==> src/rtl/led_pattern.sv <==
// LED pattern generator: rotate-left/right, bounce and PWM breathe over N_LED outputs, stepped by a prescaler.
// Latency: led/step_pulse update on the step edge; breathe led lags pwm_cnt/duty by 1 cycle. No backpressure; en low freezes all state.
// Define LED_PATTERN_SIM_STOP_EN to build a cycle counter that calls $finish at SIM_CYCLES.
module led_pattern #(
    parameter int N_LED       = 16,
    parameter int STEP_CYCLES = 5000,
    parameter int PWM_BITS    = 8,
    parameter int SIM_CYCLES  = 100000
) (
    input  logic             clk,
    input  logic             rst,
    input  logic             en,
    input  logic [1:0]       mode,
    output logic [N_LED-1:0] led,
    output logic             step_pulse,
    output logic [1:0]       mode_q
);

    localparam int CNT_W = (STEP_CYCLES > 1) ? $clog2(STEP_CYCLES) : 1;
    localparam int POS_W = $clog2(N_LED);

    localparam logic [CNT_W-1:0]    CNT_LAST = CNT_W'(STEP_CYCLES - 1);
    localparam logic [POS_W-1:0]    POS_LAST = POS_W'(N_LED - 1);
    localparam logic [PWM_BITS-1:0] DUTY_MAX = '1;
    localparam logic [N_LED-1:0]    LED_RST  = {{(N_LED-1){1'b0}}, 1'b1};

    typedef enum logic [1:0] {
        MODE_ROL     = 2'd0,
        MODE_ROR     = 2'd1,
        MODE_BOUNCE  = 2'd2,
        MODE_BREATHE = 2'd3
    } mode_e;

    logic [CNT_W-1:0]    cnt_q, cnt_d;
    logic [POS_W-1:0]    pos_q, pos_d;
    logic                dir_up_q, dir_up_d;
    logic [PWM_BITS-1:0] duty_q, duty_d;
    logic [PWM_BITS-1:0] pwm_cnt_q, pwm_cnt_d;
    logic [N_LED-1:0]    led_q, led_d;
    logic                step_pulse_q, step_pulse_d;
    logic [1:0]          mode_d;
    logic                step;

    always_comb begin
        cnt_d        = cnt_q;
        pos_d        = pos_q;
        dir_up_d     = dir_up_q;
        duty_d       = duty_q;
        pwm_cnt_d    = pwm_cnt_q;
        led_d        = led_q;
        mode_d       = mode_q;
        step_pulse_d = 1'b0;
        step         = en && (cnt_q == CNT_LAST);

        if (en) begin
            pwm_cnt_d    = pwm_cnt_q + 1'b1;
            cnt_d        = step ? '0 : cnt_q + 1'b1;
            step_pulse_d = step;
            if (mode_q == MODE_BREATHE) begin
                led_d = {N_LED{pwm_cnt_q < duty_q}};
            end
            if (step) begin
                mode_d = mode;
                // A new mode always starts from a known pattern origin.
                if (mode != mode_q) begin
                    led_d    = LED_RST;
                    pos_d    = '0;
                    dir_up_d = 1'b1;
                    duty_d   = '0;
                end else begin
                    case (mode_q)
                        MODE_ROL: led_d = {led_q[N_LED-2:0], led_q[N_LED-1]};
                        MODE_ROR: led_d = {led_q[0], led_q[N_LED-1:1]};
                        MODE_BOUNCE: begin
                            if (dir_up_q) begin
                                if (pos_q == POS_LAST) begin
                                    pos_d    = pos_q - 1'b1;
                                    dir_up_d = 1'b0;
                                end else begin
                                    pos_d = pos_q + 1'b1;
                                end
                            end else begin
                                if (pos_q == '0) begin
                                    pos_d    = pos_q + 1'b1;
                                    dir_up_d = 1'b1;
                                end else begin
                                    pos_d = pos_q - 1'b1;
                                end
                            end
                            led_d = LED_RST << pos_d;
                        end
                        default: begin
                            if (dir_up_q) begin
                                if (duty_q == DUTY_MAX) begin
                                    duty_d   = duty_q - 1'b1;
                                    dir_up_d = 1'b0;
                                end else begin
                                    duty_d = duty_q + 1'b1;
                                end
                            end else begin
                                if (duty_q == '0) begin
                                    duty_d   = duty_q + 1'b1;
                                    dir_up_d = 1'b1;
                                end else begin
                                    duty_d = duty_q - 1'b1;
                                end
                            end
                        end
                    endcase
                end
            end
        end
    end

    always_ff @(posedge clk) begin
        if (rst) begin
            cnt_q        <= '0;
            pos_q        <= '0;
            dir_up_q     <= 1'b1;
            duty_q       <= '0;
            pwm_cnt_q    <= '0;
            led_q        <= LED_RST;
            step_pulse_q <= 1'b0;
            mode_q       <= MODE_ROL;
        end else begin
            cnt_q        <= cnt_d;
            pos_q        <= pos_d;
            dir_up_q     <= dir_up_d;
            duty_q       <= duty_d;
            pwm_cnt_q    <= pwm_cnt_d;
            led_q        <= led_d;
            step_pulse_q <= step_pulse_d;
            mode_q       <= mode_d;
        end
    end

    assign led        = led_q;
    assign step_pulse = step_pulse_q;

`ifdef LED_PATTERN_SIM_STOP_EN
    logic [31:0] sim_cnt_q;

    always_ff @(posedge clk) begin
        if (rst) begin
            sim_cnt_q <= '0;
        end else begin
            sim_cnt_q <= sim_cnt_q + 32'd1;
            if (sim_cnt_q == 32'(SIM_CYCLES)) begin
                $finish;
            end
        end
    end
`else
`endif

endmodule
==> config.mk <==
export PLATFORM = sky130hd
export DESIGN_NAME = led_pattern
export DESIGN_NICKNAME = d
export VERILOG_FILES = /design/src/rtl/led_pattern.sv
export SDC_FILE = /design/constraint.sdc
export NUM_CORES = 1
export LEC_CHECK = 0
export BUFFER_PORTS_ARGS = -buffer_cell sky130_fd_sc_hd__buf_2
export CORE_MARGIN = 5
export CORE_UTILIZATION = 41
export DETAILED_ROUTE_END_ITERATION = 8
export PLACE_DENSITY = 0.54
export SETUP_SLACK_MARGIN = 0.2
export SYNTH_ARGS = -nofsm -noshare
export SYNTH_HDL_FRONTEND = slang
export SYNTH_SLANG_ARGS = --single-unit
==> constraint.sdc <==
create_clock -name clk -period 3.2 [get_ports clk]
set_input_delay 0.32 -clock clk [delete_from_list [all_inputs] [get_ports clk]]
set_output_delay 0.32 -clock clk [all_outputs]
set_load 0.005 [all_outputs]
Word-level counts from Yosys, hierarchy flattened
Cells that the tools add are included.
- input port bits: 5
- output and inout port bits: 19
- word-level logic and storage cells: 65
- register bits after elaboration: 53
- eq/ne operators: 9
- add/sub/neg operators: 6
- $lt $le $gt $ge: 1
- shifts and indexed selects: 1
- reductions and logical operators: 12
- multiplexer cells: 27
- bitwise logic cells: 1
- operators by type and width (cell ; number):
    2-to-1 mux 16 bit ; 3
    one-hot mux 16 bit (3 select lines) ; 1
    2-to-1 mux 8 bit ; 5
    2-to-1 mux 4 bit ; 9
    adder 8 x 1 -> 8 bit, second input constant ; 2
    << shifter 1 x 4 -> 16 bit, first input constant ; 1
    adder 13 x 1 -> 13 bit, second input constant ; 1
    equality test 13 bit, second input constant ; 1
    2-to-1 mux 13 bit ; 1
    AND reduction 3 bit ; 3
    equality test 8 bit, second input constant ; 1
    logical NOT 8 bit ; 1
    < comparator 8 bit ; 1
    subtractor 8 x 1 -> 8 bit, second input constant ; 1
    2-to-1 mux 1 bit ; 7
    adder 4 x 1 -> 4 bit, second input constant ; 1
    equality test 2 bit, second input constant ; 2
    equality test 4 bit, second input constant ; 1
    logical NOT 4 bit ; 1
    inequality test 2 x 1 -> 1 bit, second input constant ; 2
    OR reduction 2 bit ; 2
    subtractor 4 x 1 -> 4 bit, second input constant ; 1
    OR reduction 3 bit ; 1
    equality test 2 x 1 -> 1 bit, second input constant ; 1
    other kinds (7) ; 7

Logic depth before layout (Yosys ltp)
Gate-level depths: netlist of run 1.
- depth in word-level cells: 11
- gate-level depth with buffers: 9
- mapped depth without buffers: 7

Least setup slack after synthesis of run 1
No wires, ideal clock.
- path type: register to register
- start point: register duty_q[2]
- end point: register led_q[6] (netlist: led[6])
- arrival: 1975 ps
- slack: 1145 ps
- buffers on the path: 2
- setup time: 79 ps
- clock period less this slack: 2055 ps
- stages on the path, launching flop included: 10
- cell sequence: dfxtp_1 -> buf_2 -> inv_1 -> ha_1 -> a211o_1 -> a31oi_1 -> o211a_1 -> clkbuf_1 -> o21ai_0 -> o211ai_1
- word-level cells in the longest chain between the ends: 5
- RTL lines (element ; RTL line ; RTL):
    start: declaration ; 37 ; logic [PWM_BITS-1:0] duty_q, duty_d;
    start signal: assignment ; 129 ; duty_q <= duty_d;
    < comparator 8 bit (*) ; 60 ; led_d = {N_LED{pwm_cnt_q < duty_q}};
    2-to-1 mux 16 bit (*) ; 59 ; if (mode_q == MODE_BREATHE) begin
    one-hot mux 16 bit (3 select lines) ; 71 ; case (mode_q)
    2-to-1 mux 16 bit ; 65 ; if (mode != mode_q) begin
    2-to-1 mux 16 bit (*) ; 62 ; if (step) begin
    end signal: assignment ; 131 ; led_q <= led_d;
    end: declaration ; 39 ; logic [N_LED-1:0] led_q, led_d;
Every way passes the cells marked *; elsewhere a longest branch is shown, timed or not.
A chain may end at the register's enable or synchronous reset.

Final worst setup path of run 1
- start point: register duty_q[2]
- end point: register led_q[9] (netlist: led[9])
The elaborated chain is that of the path after synthesis.

==> reports/metrics.cfg, run 1 <==
[run_status]
outcome = completed

[final_layout]
antennaDiodeCount = 0
final_layout_size_suffix_gt1_share_pct = 13.4
layout-area-overhead-vs-synth_pct = 9.47
final_nets = 444
layout.core_utilization_pct = 45.6

[timing]
timing.final.crit_period_ns = 2.56
timing_hold_violations_final = 0
timing.setup.tns_ns = 0
unrepaired_setup_endpoints_after_global_routing = false
setup_viol = 0
clock.fmax_mhz = 391
max_slew_margin_pct = 32.2
setup_slack_ns = 0.644
timing.clock.skew_ns = 0.0107
maxSlewViolCount = 0
worst-slew-pin-transition_ns = 1.01
fin_crit_sh_pct = 79.9

[logic_synthesis]
synth_area_sq_mm = 0.00337
synthesis.yosys.warnings = 0
postSynthAreaPerCell_sq_um = 8.20
synth_area_in_compound_gates_pct = 22.9
post_synth_num_cell_types = 56
number_of_standard_cells_after_synthesis = 411
synth-edff-count = 0
post_synth_mux_area_share_pct = 6.57
ys_seq_elements = 53
synth_top_family_by_area = simple AND/OR/NAND/NOR gates
share_of_flip_flops_with_an_asynchronous_set_or_reset_after_synthesis_pct = 0
post_synth_xor_area_fraction_pct = 4.42
synth-seq-area-share_pct = 31.5
postSynth.topFlopCell = dfxtp_1
yosys.area_share.adder_pct = 5.20
synth_nets = 430
synthSimpleGateAreaFrac_pct = 24.6

[clocking]
clock_insertion_delay_worst_skew_ns = 0.31
clk_sink_count = 53
cts_tree = yes
total_of_cells_resized_after_clock_tree_synthesis = 0
tritoncts.num_buffers = 5
post-cts-setup-buffers = 0
ctsHtreeMaxLevel = 2
clkTransAtPathRegs_ns = 0.10
clock-root-buffer = clkbuf_8
hold_buffers = 0
ctsLongestPathBuffers = 2

[die]
die_x_um = 101
die_height_um = 101
floorplan.initialDensity_pct = 41.6
fp.dieArea_sq_mm = 0.0101
core_area_sq_mm = 0.00809
rows = 33
top_level_ports = 24

[power_and_ir_drop]
seqPwrFrac_pct = 56.4
pwr-share-clk_pct = 39.5
power.internal_uw = 915
relative_contribution_of_combinational_cells_to_total_power_pct = 4.1
p_per_area_mw_per_mm2 = 322
p_sw_uw = 271
peakVddDrop_v = 0.000135
total_leakage_power_uw = 0.00127
p_sw_share_pct = 22.9

[placement]
placement.setup.worst_slack_ns = 0.713
io_buffer_count = 23
finalWeightedCongestion = 0.879
dp_hpwl_mm = 6.34

[route]
routed_length_per_placed_instance_um = 16.2
first_pass_iters = 4
vias_per_cell = 5.94
route.vias.total = 3156
route.final.wire_length_mm = 8.63
detail_route.drc_violations = 0
ant_nets = 0
first_iter_violations = 166

[global_routing]
grt_antenna_before_repair = 0
first_global_vias = 2884
grt_overflow = 0
grt_use_total_pct = 17.3
grt_max_degree = 28
wire_length_of_the_first_global_routing_pass_mm = 14.3

[critical_path]
rr_worst_depth = 7
reg2reg_end = led[9]$_SDFFE_PP0P_
setup.worst_path.start = duty_q[2]$_SDFFE_PP0P_
critPathMaxFanout = 17
startpoint_type = flop
reg2reg_from = duty_q[2]$_SDFFE_PP0P_
cp_cell_sequence = inv_1 -> ha_1 -> a211o_1 -> a31oi_1 -> o211a_1 -> and2_0 -> a221o_1
required_ns = 3.46
flop2flop_setup_slack_ns = 0.64
worst-path-buf-inv = 1
worst_ep_arrival_time_ns = 2.81
setup.worst_path.end_class = flop
critPathCapture = led[9]$_SDFFE_PP0P_
critical_path_cell_count = 7
cp_slowest_stage_delay_ns = 0.55
cp_delay_by_family_top = compound AO/OA/AOI/OAI gates
timing.critical_path.slowest_stage_cell = dfxtp_1
criticalPathCategory = reg -> reg

[min_path]
worst_hold_path_type = in -> reg

[job]
max-cap-violations = 0

[worst reg2reg max path, cell delays in order (launching register included)]
cell,delay [ns]
dfxtp_1,0.55
inv_1,0.08
ha_1,0.31
a211o_1,0.29
a31oi_1,0.20
o211a_1,0.50
and2_0,0.40
a221o_1,0.17
[power groups by stage]
stage / Sequential (uW) / Combinational, uW / Clock [uW]
final: 669 / 48.3 / 469
after global routing: 671 / 53.2 / 509
after CTS: 669 / 48.4 / 485
after detailed placement: 685 / 48.4 / 0
after global placement: 685 / 47.9 / 0
after floorplan: 683 / 33.6 / 0
[layer usage]
metal | vias up | track usage (%) | wire [um]
met2 | 74 | 28.5 | 4040
met4 | 0 | 5.91 | 124
met3 | 12 | 2.70 | 372
li1 | 1555 | - | -
met5 | - | 0 | 0
met1 | 1515 | 23.1 | 4090
[metrics by stage]
| step | total power [uW] | std cells | area [sq um] | hold slack, ns |
|---|---|---|---|---|
| floorplan | 717 | 411 | 3370 | 0.456 |
| global placement | 733 | 523 | 3580 | 0.478 |
| detailed placement | 733 | 523 | 3580 | 0.490 |
| CTS | 1200 | 531 | 3690 | 0.281 |
| global route | 1230 | 531 | 3690 | 0.289 |
| finish | 1190 | 531 | 3690 | 0.291 |
[logic make-up (layout without fill, tap and decap cells)]
kind of cell,Yosys count,in the layout
simple gates,162,162
compound gates,103,103
flops,53,53
buf+inv,40,55
mux,22,22
xor+xnor,17,17
fa+ha+maj,14,14
[area by class of cell]
| type | count | area (sq um) |
|---|---|---|
| flip-flops and latches | 53 | 1060 |
| clock inverters | 3 | 43.8 |
| repair buffers | 32 | 183 |
| fillers | 830 | 4400 |
| multi-input cells | 318 | 2140 |
| clock buffers | 5 | 68.8 |
| well taps | 105 | 131 |
| inverters | 15 | 56.3 |
[how the worst min path moves through the flow]
stage                                end  slack (ns)                       from  depth (start not counted)
3_5_place_dp       cnt_q[1]$_SDFFE_PP0P_        0.49      cnt_q[1]$_SDFFE_PP0P_                          2
5_1_grt           mode_q[0]$_SDFFE_PP0P_        0.29                    mode[0]                          3
2_1_floorplan     mode_q[1]$_SDFFE_PP0P_        0.46                    mode[1]                          2
3_3_place_gp   pwm_cnt_q[7]$_SDFFE_PP0P_        0.48  pwm_cnt_q[7]$_SDFFE_PP0P_                          2
6_report          mode_q[0]$_SDFFE_PP0P_        0.29                    mode[0]                          3
4_1_cts           mode_q[0]$_SDFFE_PP0P_        0.28                    mode[0]                          3
[synth_stat cells (9+ instances only)]
master    count  area share (%)
a21oi_1      14             2.1
clkbuf_1     15             1.7
dfxtp_1      53              31
ha_1         14             5.2
inv_1        15             1.7
mux2i_1      21             6.2
nand2_1      27             3.0
nand3_1      19             2.8
nand4_1      12             2.2
nor2_1       48             5.3
nor3_1       11             1.6
o211ai_1     12             2.7
o21ai_0      17             2.5
o21ai_1       9             1.3
xor2_1        9             2.3
[flip-flops by register name, indices dropped and copies added, names as in the netlist]
signal / flops
cnt_q: 13
dir_up_q: 1
duty_q: 8
led: 16
mode_q: 2
pos_q: 4
pwm_cnt_q: 8
step_pulse: 1
[cells in the final DEF (no fill, tap or decap), drive strengths merged, types with 5 or more instances in the layout]
cell type  synthesis  final
nor2              48     48
nand3             19     19
o311ai             8      8
inv               15     16
a32oi              8      8
mux2i             21     21
dfxtp             53     53
a221o              7      7
nand2             27     27
or2                7      7
clkbuf            15      5
xnor2              8      8
and2               5      5
ha                14     14
a21oi             14     14
o211ai            13     13
buf               10     32
o21ai             26     26
nor3              12     12
or3                5      5
nand2b             5      5
nand4             12     12
xor2               9      9
nor4               8      8
(Power assumes the default switching activity.)
==> run 2: changes to the inputs <==
- PLACE_DENSITY: 0.54 -> 0.56
- clock period: 3.2 -> 2.19 ns (I/O delays scaled with it)
==> reports/metrics.cfg, run 2 (synthesized netlist as in run 1, its figures left out) <==
[die]
fp.dieArea_sq_mm = 0.0101  ; unchanged
die_height_um = 101  ; unchanged
floorplan.initialDensity_pct = 41.6  ; unchanged
core_area_sq_mm = 0.00809  ; unchanged
die_x_um = 101  ; unchanged
rows = 33  ; unchanged
top_level_ports = 24  ; unchanged

[timing]
timing_hold_violations_final = 0  ; unchanged
unrepaired_setup_endpoints_after_global_routing = true
timing.clock.skew_ns = 0.0163  ; +0.00561 ns
timing.setup.tns_ns = 0  ; unchanged
max_slew_margin_pct = 70.7  ; +38 points
fin_crit_sh_pct = 89.6  ; +9.8 points
setup_viol = 0  ; unchanged
clock.fmax_mhz = 509  ; +30%
worst-slew-pin-transition_ns = 0.435  ; -0.576 ns
timing.final.crit_period_ns = 1.96  ; -0.593 ns
setup_slack_ns = 0.227  ; -0.417 ns
maxSlewViolCount = 0  ; unchanged

[critical_path]
startpoint_type = flop
criticalPathCategory = reg -> reg
reg2reg_from = duty_q[4]$_SDFFE_PP0P_
reg2reg_end = duty_q[5]$_SDFFE_PP0P_
cp_cell_sequence = or3_4 -> or4_4 -> a2111oi_4 -> a2111o_1 -> o211ai_2
worst-path-buf-inv = 0  ; -1
worst_ep_arrival_time_ns = 2.17  ; -0.64 ns
critPathMaxFanout = 5  ; -12
setup.worst_path.end_class = flop
rr_worst_depth = 5  ; -2
cp_delay_by_family_top = simple AND/OR/NAND/NOR gates
cp_slowest_stage_delay_ns = 0.49  ; -0.06 ns
flop2flop_setup_slack_ns = 0.23  ; -0.42 ns
timing.critical_path.slowest_stage_cell = or4_4
required_ns = 2.40  ; -1.06 ns

[clocking]
ctsHtreeMaxLevel = 2  ; unchanged
cts_tree = yes
clock-root-buffer = clkbuf_8
ctsLongestPathBuffers = 2  ; unchanged
clk_sink_count = 53  ; unchanged
clkTransAtPathRegs_ns = 0.10  ; about the same
clock_insertion_delay_worst_skew_ns = 0.32  ; about the same
tritoncts.num_buffers = 5  ; unchanged

[min_path]
hold_path.startpoint = rst
hold_depth = 2  ; -1
whs_endpoint = pos_q[0]$_SDFFE_PP0P_
worst_hold_path_type = in -> reg

[global_routing]
grt_antenna_before_repair = 0  ; unchanged
grt_overflow = 0  ; unchanged
grt_max_degree = 23  ; -18%
wire_length_of_the_first_global_routing_pass_mm = 15.1  ; +5.9%
grt_use_total_pct = 18.4  ; +1.1 points
first_global_vias = 3064  ; +6.2%

[power_and_ir_drop]
p_per_area_mw_per_mm2 = 383  ; +19%
total_leakage_power_uw = 0.00154  ; +21%
peakVddDrop_v = 0.000215  ; +59%

[route]
route.met2.wl_mm = 4.72  ; +17%
first_pass_iters = 4  ; unchanged
route.vias.total = 3373  ; +6.9%
vias_per_cell = 5.86  ; -1.5%
route.final.wire_length_mm = 9.63  ; +12%
detail_route.drc_violations = 0  ; unchanged
detailroute.wirelength.met3_um = 449  ; +21%
ant_nets = 0  ; unchanged
routed_length_per_placed_instance_um = 16.7  ; +2.9%
m1WireLength_mm = 4.35  ; +6.3%
first_iter_violations = 139  ; -16%
dr.max_layer_used = met4

[final_layout]
layout.core_utilization_pct = 53.1  ; +7.5 points
layout_common_cells = 49 x buf_4, 46 x nor2_1, 41 x dfxtp_1
final_layout_size_suffix_gt1_share_pct = 32.1  ; +19 points
final_nets = 489  ; +10%
design_area_sq_mm = 0.00430  ; +17%
final_common_cell = buf_4
antennaDiodeCount = 0  ; unchanged
stdcell_count = 576  ; +8.5%
max_reg_flops = 16  ; unchanged
layout-area-overhead-vs-synth_pct = 27.6

[run_status]
outcome = completed

[placement]
placedInstanceArea_sq_mm = 0.00376  ; +5.2%
placement.setup.worst_slack_ns = 0.0607  ; -0.652 ns
placed_instance_count = 545  ; +4.2%
dp_hpwl_mm = 6.58  ; +3.7%
io_buffer_count = 23  ; unchanged
finalWeightedCongestion = 0.865  ; -1.6%

[job]
max-cap-violations = 0  ; unchanged

[run 2: cell count changes in the layout (fill, tap and decap cells not counted), sizes merged]
cell    before  now
buf         32   77
bufinv       1    0
clkinv       1    3
inv         16   15
[run 2: cell type report]
class	count	area, sq um
Multi-Input combinational cell	318	2380
Fill cell	778	3790
Clock inverter	3	22.5
Tap cell	105	131
Sequential cell	53	1080
Inverter	15	56.3
Clock buffer	5	68.8
Timing Repair Buffer	77	557
[run 2: worst register-to-register path, delay by kind of cell, from the launching register on]
kind | cells | cell delay, ns
AND/OR/NAND/NOR | 2 | 0.90
AO/OA/AOI/OAI | 3 | 0.62
flip-flops | 1 | 0.35
[run 2: worst max path at each step]
stage | depth (start not counted) | endpoint | slack, ns | from
floorplan | 7 | led[12]$_SDFFE_PP0P_ | 0.21 | duty_q[5]$_SDFFE_PP0P_
global placement | 8 | led[5]$_SDFFE_PP0P_ | 0.1 | pos_q[0]$_SDFFE_PP0P_
detailed placement | 8 | led[1]$_SDFFE_PP0P_ | 0.06 | pos_q[0]$_SDFFE_PP0P_
CTS | 8 | led[1]$_SDFFE_PP0P_ | 0.17 | duty_q[5]$_SDFFE_PP0P_
global route | 9 | led[0]$_SDFFE_PP1P_ | 0.14 | pos_q[0]$_SDFFE_PP0P_
finish | 5 | duty_q[5]$_SDFFE_PP0P_ | 0.23 | duty_q[4]$_SDFFE_PP0P_
[run 2: report_power, final]
part           internal, uW  switching (uW)  total [uW]
logic                  29.7            51.8        81.5
clock network           228             361         589
registers               968            7.70         976
[run 2: timing repair]
item                       in CTS  in global routing
setup endpoints to repair      25                 25
hold endpoints to repair        0                  0
gates cloned                    0                  1
setup buffers                   4                 18
pin swaps                       4                 22
gates resized for setup        19                 58
hold buffers                    0                  0
[run 2: per-layer routing]
layer  track usage [%]  vias to the layer above
met5                 0                        -
met4              4.66                        0
met3              2.70                        8
met2              30.8                       77
met1              24.8                     1635
li1                  -                     1653
[run 2: per-stage QoR]
step / hold WS [ns] / power [uW]
after floorplan: 0.355 / 1050
after global placement: 0.481 / 1070
after detailed placement: 0.485 / 1070
after CTS: 0.180 / 1660
after global routing: 0.188 / 1710
final: 0.190 / 1650
==> run 3: changes to the inputs <==
- CORE_MARGIN: 5 -> unset
==> reports/metrics.cfg, run 3 (synthesized netlist as in run 1, its figures left out) <==
[run_status]
outcome = completed

[die]
rows = 32  ; -3.0%
core_area_sq_mm = 0.00785  ; -3.0%
die_x_um = 92.7  ; -7.9%
floorplan.initialDensity_pct = 42.9  ; +1.3 points
top_level_ports = 24  ; unchanged
fp.dieArea_sq_mm = 0.00858  ; -15%
die_height_um = 92.7  ; -7.9%

[critical_path]
cp_slowest_stage_delay_ns = 0.56  ; +0.07 ns
required_ns = 2.40  ; about the same
critPathMaxFanout = 5  ; unchanged
startpoint_type = flop
cp_delay_by_family_top = simple AND/OR/NAND/NOR gates
cp_cell_sequence = or3_4 -> or4_4 -> a2111oi_4 -> a2111o_1 -> o211ai_2
setup.worst_path.end_class = flop
worst_ep_arrival_time_ns = 2.22  ; +0.05 ns
worst-path-buf-inv = 0  ; unchanged
timing.critical_path.slowest_stage_cell = or4_4
criticalPathCategory = reg -> reg

[final_layout]
antennaDiodeCount = 0  ; unchanged
final.fill_count = 784  ; +0.77%
final_nets = 488  ; -0.20%
seqCellArea_sq_mm = 0.00109  ; +0.23%
layout-area-overhead-vs-synth_pct = 26.7
max_reg_flops = 16  ; unchanged
multiInputGateArea_sq_mm = 0.00234  ; -1.6%
final_common_cell = buf_4
stdcell_count = 572  ; -0.69%
final_layout_size_suffix_gt1_share_pct = 29.1  ; -2.9 points
layout_common_cells = 48 x buf_4, 47 x nor2_1, 39 x dfxtp_1
layout.core_utilization_pct = 54.4  ; +1.3 points

[power_and_ir_drop]
peakVddDrop_v = 0.000263  ; +22%
p_per_area_mw_per_mm2 = 411  ; +7.5%
relative_contribution_of_combinational_cells_to_total_power_pct = 4.6  ; -0.4 points
post-layout-total-power_uw = 1760  ; +6.7%
pwr-share-clk_pct = 39.8  ; +4.0 points
power.internal_uw = 1340  ; +9.5%
p_sw_uw = 413  ; -1.6%
total_leakage_power_uw = 0.00154  ; -0.25%
p_sw_share_pct = 23.5  ; -2.0 points
seqPwrFrac_pct = 55.6  ; -3.7 points

[route]
route.vias.total = 3319  ; -1.6%
routed_length_per_placed_instance_um = 16.3  ; -2.6%
first_iter_violations = 198  ; +42%
vias_per_cell = 5.80  ; -0.91%
detail_route.drc_violations = 0  ; unchanged
ant_nets = 0  ; unchanged
first_pass_iters = 4  ; unchanged
route.final.wire_length_mm = 9.32  ; -3.3%

[global_routing]
grt_use_total_pct = 22.0  ; +3.6 points
grt_max_degree = 20  ; -13%
grt_overflow = 0  ; unchanged
first_global_vias = 3092  ; +0.91%
wire_length_of_the_first_global_routing_pass_mm = 15.1  ; -0.22%
grt_antenna_before_repair = 0  ; unchanged

[clocking]
ctsHtreeMaxLevel = 2  ; unchanged
tritoncts.num_buffers = 5  ; unchanged
cts_tree = yes
clkTransAtPathRegs_ns = 0.10  ; about the same
clk_sink_count = 53  ; unchanged
clock_insertion_delay_worst_skew_ns = 0.32  ; about the same
clock-root-buffer = clkbuf_8
ctsLongestPathBuffers = 2  ; unchanged

[placement]
placed_instance_count = 546  ; +0.18%
finalWeightedCongestion = 0.866  ; about the same
io_buffer_count = 23  ; unchanged
dp_hpwl_mm = 6.65  ; +1.1%
placement.setup.worst_slack_ns = 0.0760  ; +0.0153 ns

[timing]
timing.setup.tns_ns = 0  ; unchanged
maxSlewViolCount = 0  ; unchanged
setup_viol = 0  ; unchanged
timing.final.crit_period_ns = 2.02  ; +0.0523 ns
timing_hold_violations_final = 0  ; unchanged
worst-slew-pin-transition_ns = 0.520  ; +0.0849 ns
fin_crit_sh_pct = 92.0  ; +2.4 points
timing.clock.skew_ns = 0.0133  ; -0.00305 ns
clock.fmax_mhz = 496  ; -2.6%
setup_slack_ns = 0.174  ; -0.0523 ns
unrepaired_setup_endpoints_after_global_routing = true
max_slew_margin_pct = 65.0  ; -5.7 points

[min_path]
worst_hold_path_type = in -> reg

[job]
max-cap-violations = 0  ; unchanged

## run 3: cell types whose count changed in the layout (fill, tap and decap cells not counted), moves of 2 or more
cell     previous run  this run
dfxtp_1            41        39
dfxtp_2             9        11
inv_1              12        14
inv_2               3         1
nand3_1            17        19
nand3_2             2         0
o21ai_0            16        14
o21ai_1             5        12
o21ai_2             4         0
## run 3: worst reg2reg max path: cells and delay by family (launching register included)
family | cells | cell delay [ns]
simple gates | 2 | 0.98
compound gates | 3 | 0.59
flops | 1 | 0.35
## run 3: what timing repair did
| item | CTS | global route |
|---|---|---|
| endpoints found under the setup margin | 20 | 28 |
| gates resized for setup | 18 | 45 |
| pin swaps | 3 | 19 |
| buffers inserted | 5 | 12 |
| gates cloned | 0 | 1 |
| hold buffers | 0 | 0 |
## run 3: path summary, 6_finish.rpt
kind | cells after the start | startpoint | endpoint | slack (ns)
worst max-delay path | 5 | duty_q[4]$_SDFFE_PP0P_ | duty_q[5]$_SDFFE_PP0P_ | 0.17
worst min register to register | 2 | duty_q[4]$_SDFFE_PP0P_ | duty_q[4]$_SDFFE_PP0P_ | 0.49
worst max register to register | 5 | duty_q[4]$_SDFFE_PP0P_ | duty_q[5]$_SDFFE_PP0P_ | 0.17
worst min-delay path | 3 | mode[1] | mode_q[1]$_SDFFE_PP0P_ | 0.19
## run 3: stage by stage
| step | instance area, sq um | hold slack (ns) |
|---|---|---|
| 2_1_floorplan | 3390 | 0.355 |
| 3_3_place_gp | 3800 | 0.479 |
| 3_5_place_dp | 3800 | 0.489 |
| 4_1_cts | 3990 | 0.174 |
| 5_1_grt | 4270 | 0.199 |
| 6_report | 4270 | 0.192 |
## run 3: metal layers
| layer | vias up | GRT usage, % | wire length, um |
|---|---|---|---|
| met1 | 1587 | 30.1 | 4440 |
| met5 | - | 0 | 0 |
| met2 | 72 | 36.0 | 4410 |
| met3 | 11 | 3.12 | 330 |
| li1 | 1649 | - | - |
| met4 | 0 | 6.28 | 139 |
## run 3: area by class of cell
class                   instances  area share, %
clock buffers                   6           1.70
clock inverters                 2          0.909
well taps                     102           2.99
multi-input cells             318           54.9
flip-flops and latches         53           25.4
inverters                      15           1.32
repair buffers                 76           12.8
## run 3: power by group through the flow
stage / Combinational, uW / Clock [uW] / Sequential (uW)
floorplan: 49.2 / 0 / 998
global placement: 70.1 / 0 / 999
detailed placement: 71.8 / 0 / 1000
CTS: 73.6 / 716 / 978
global route: 89.5 / 755 / 978
finish: 81.5 / 698 / 976
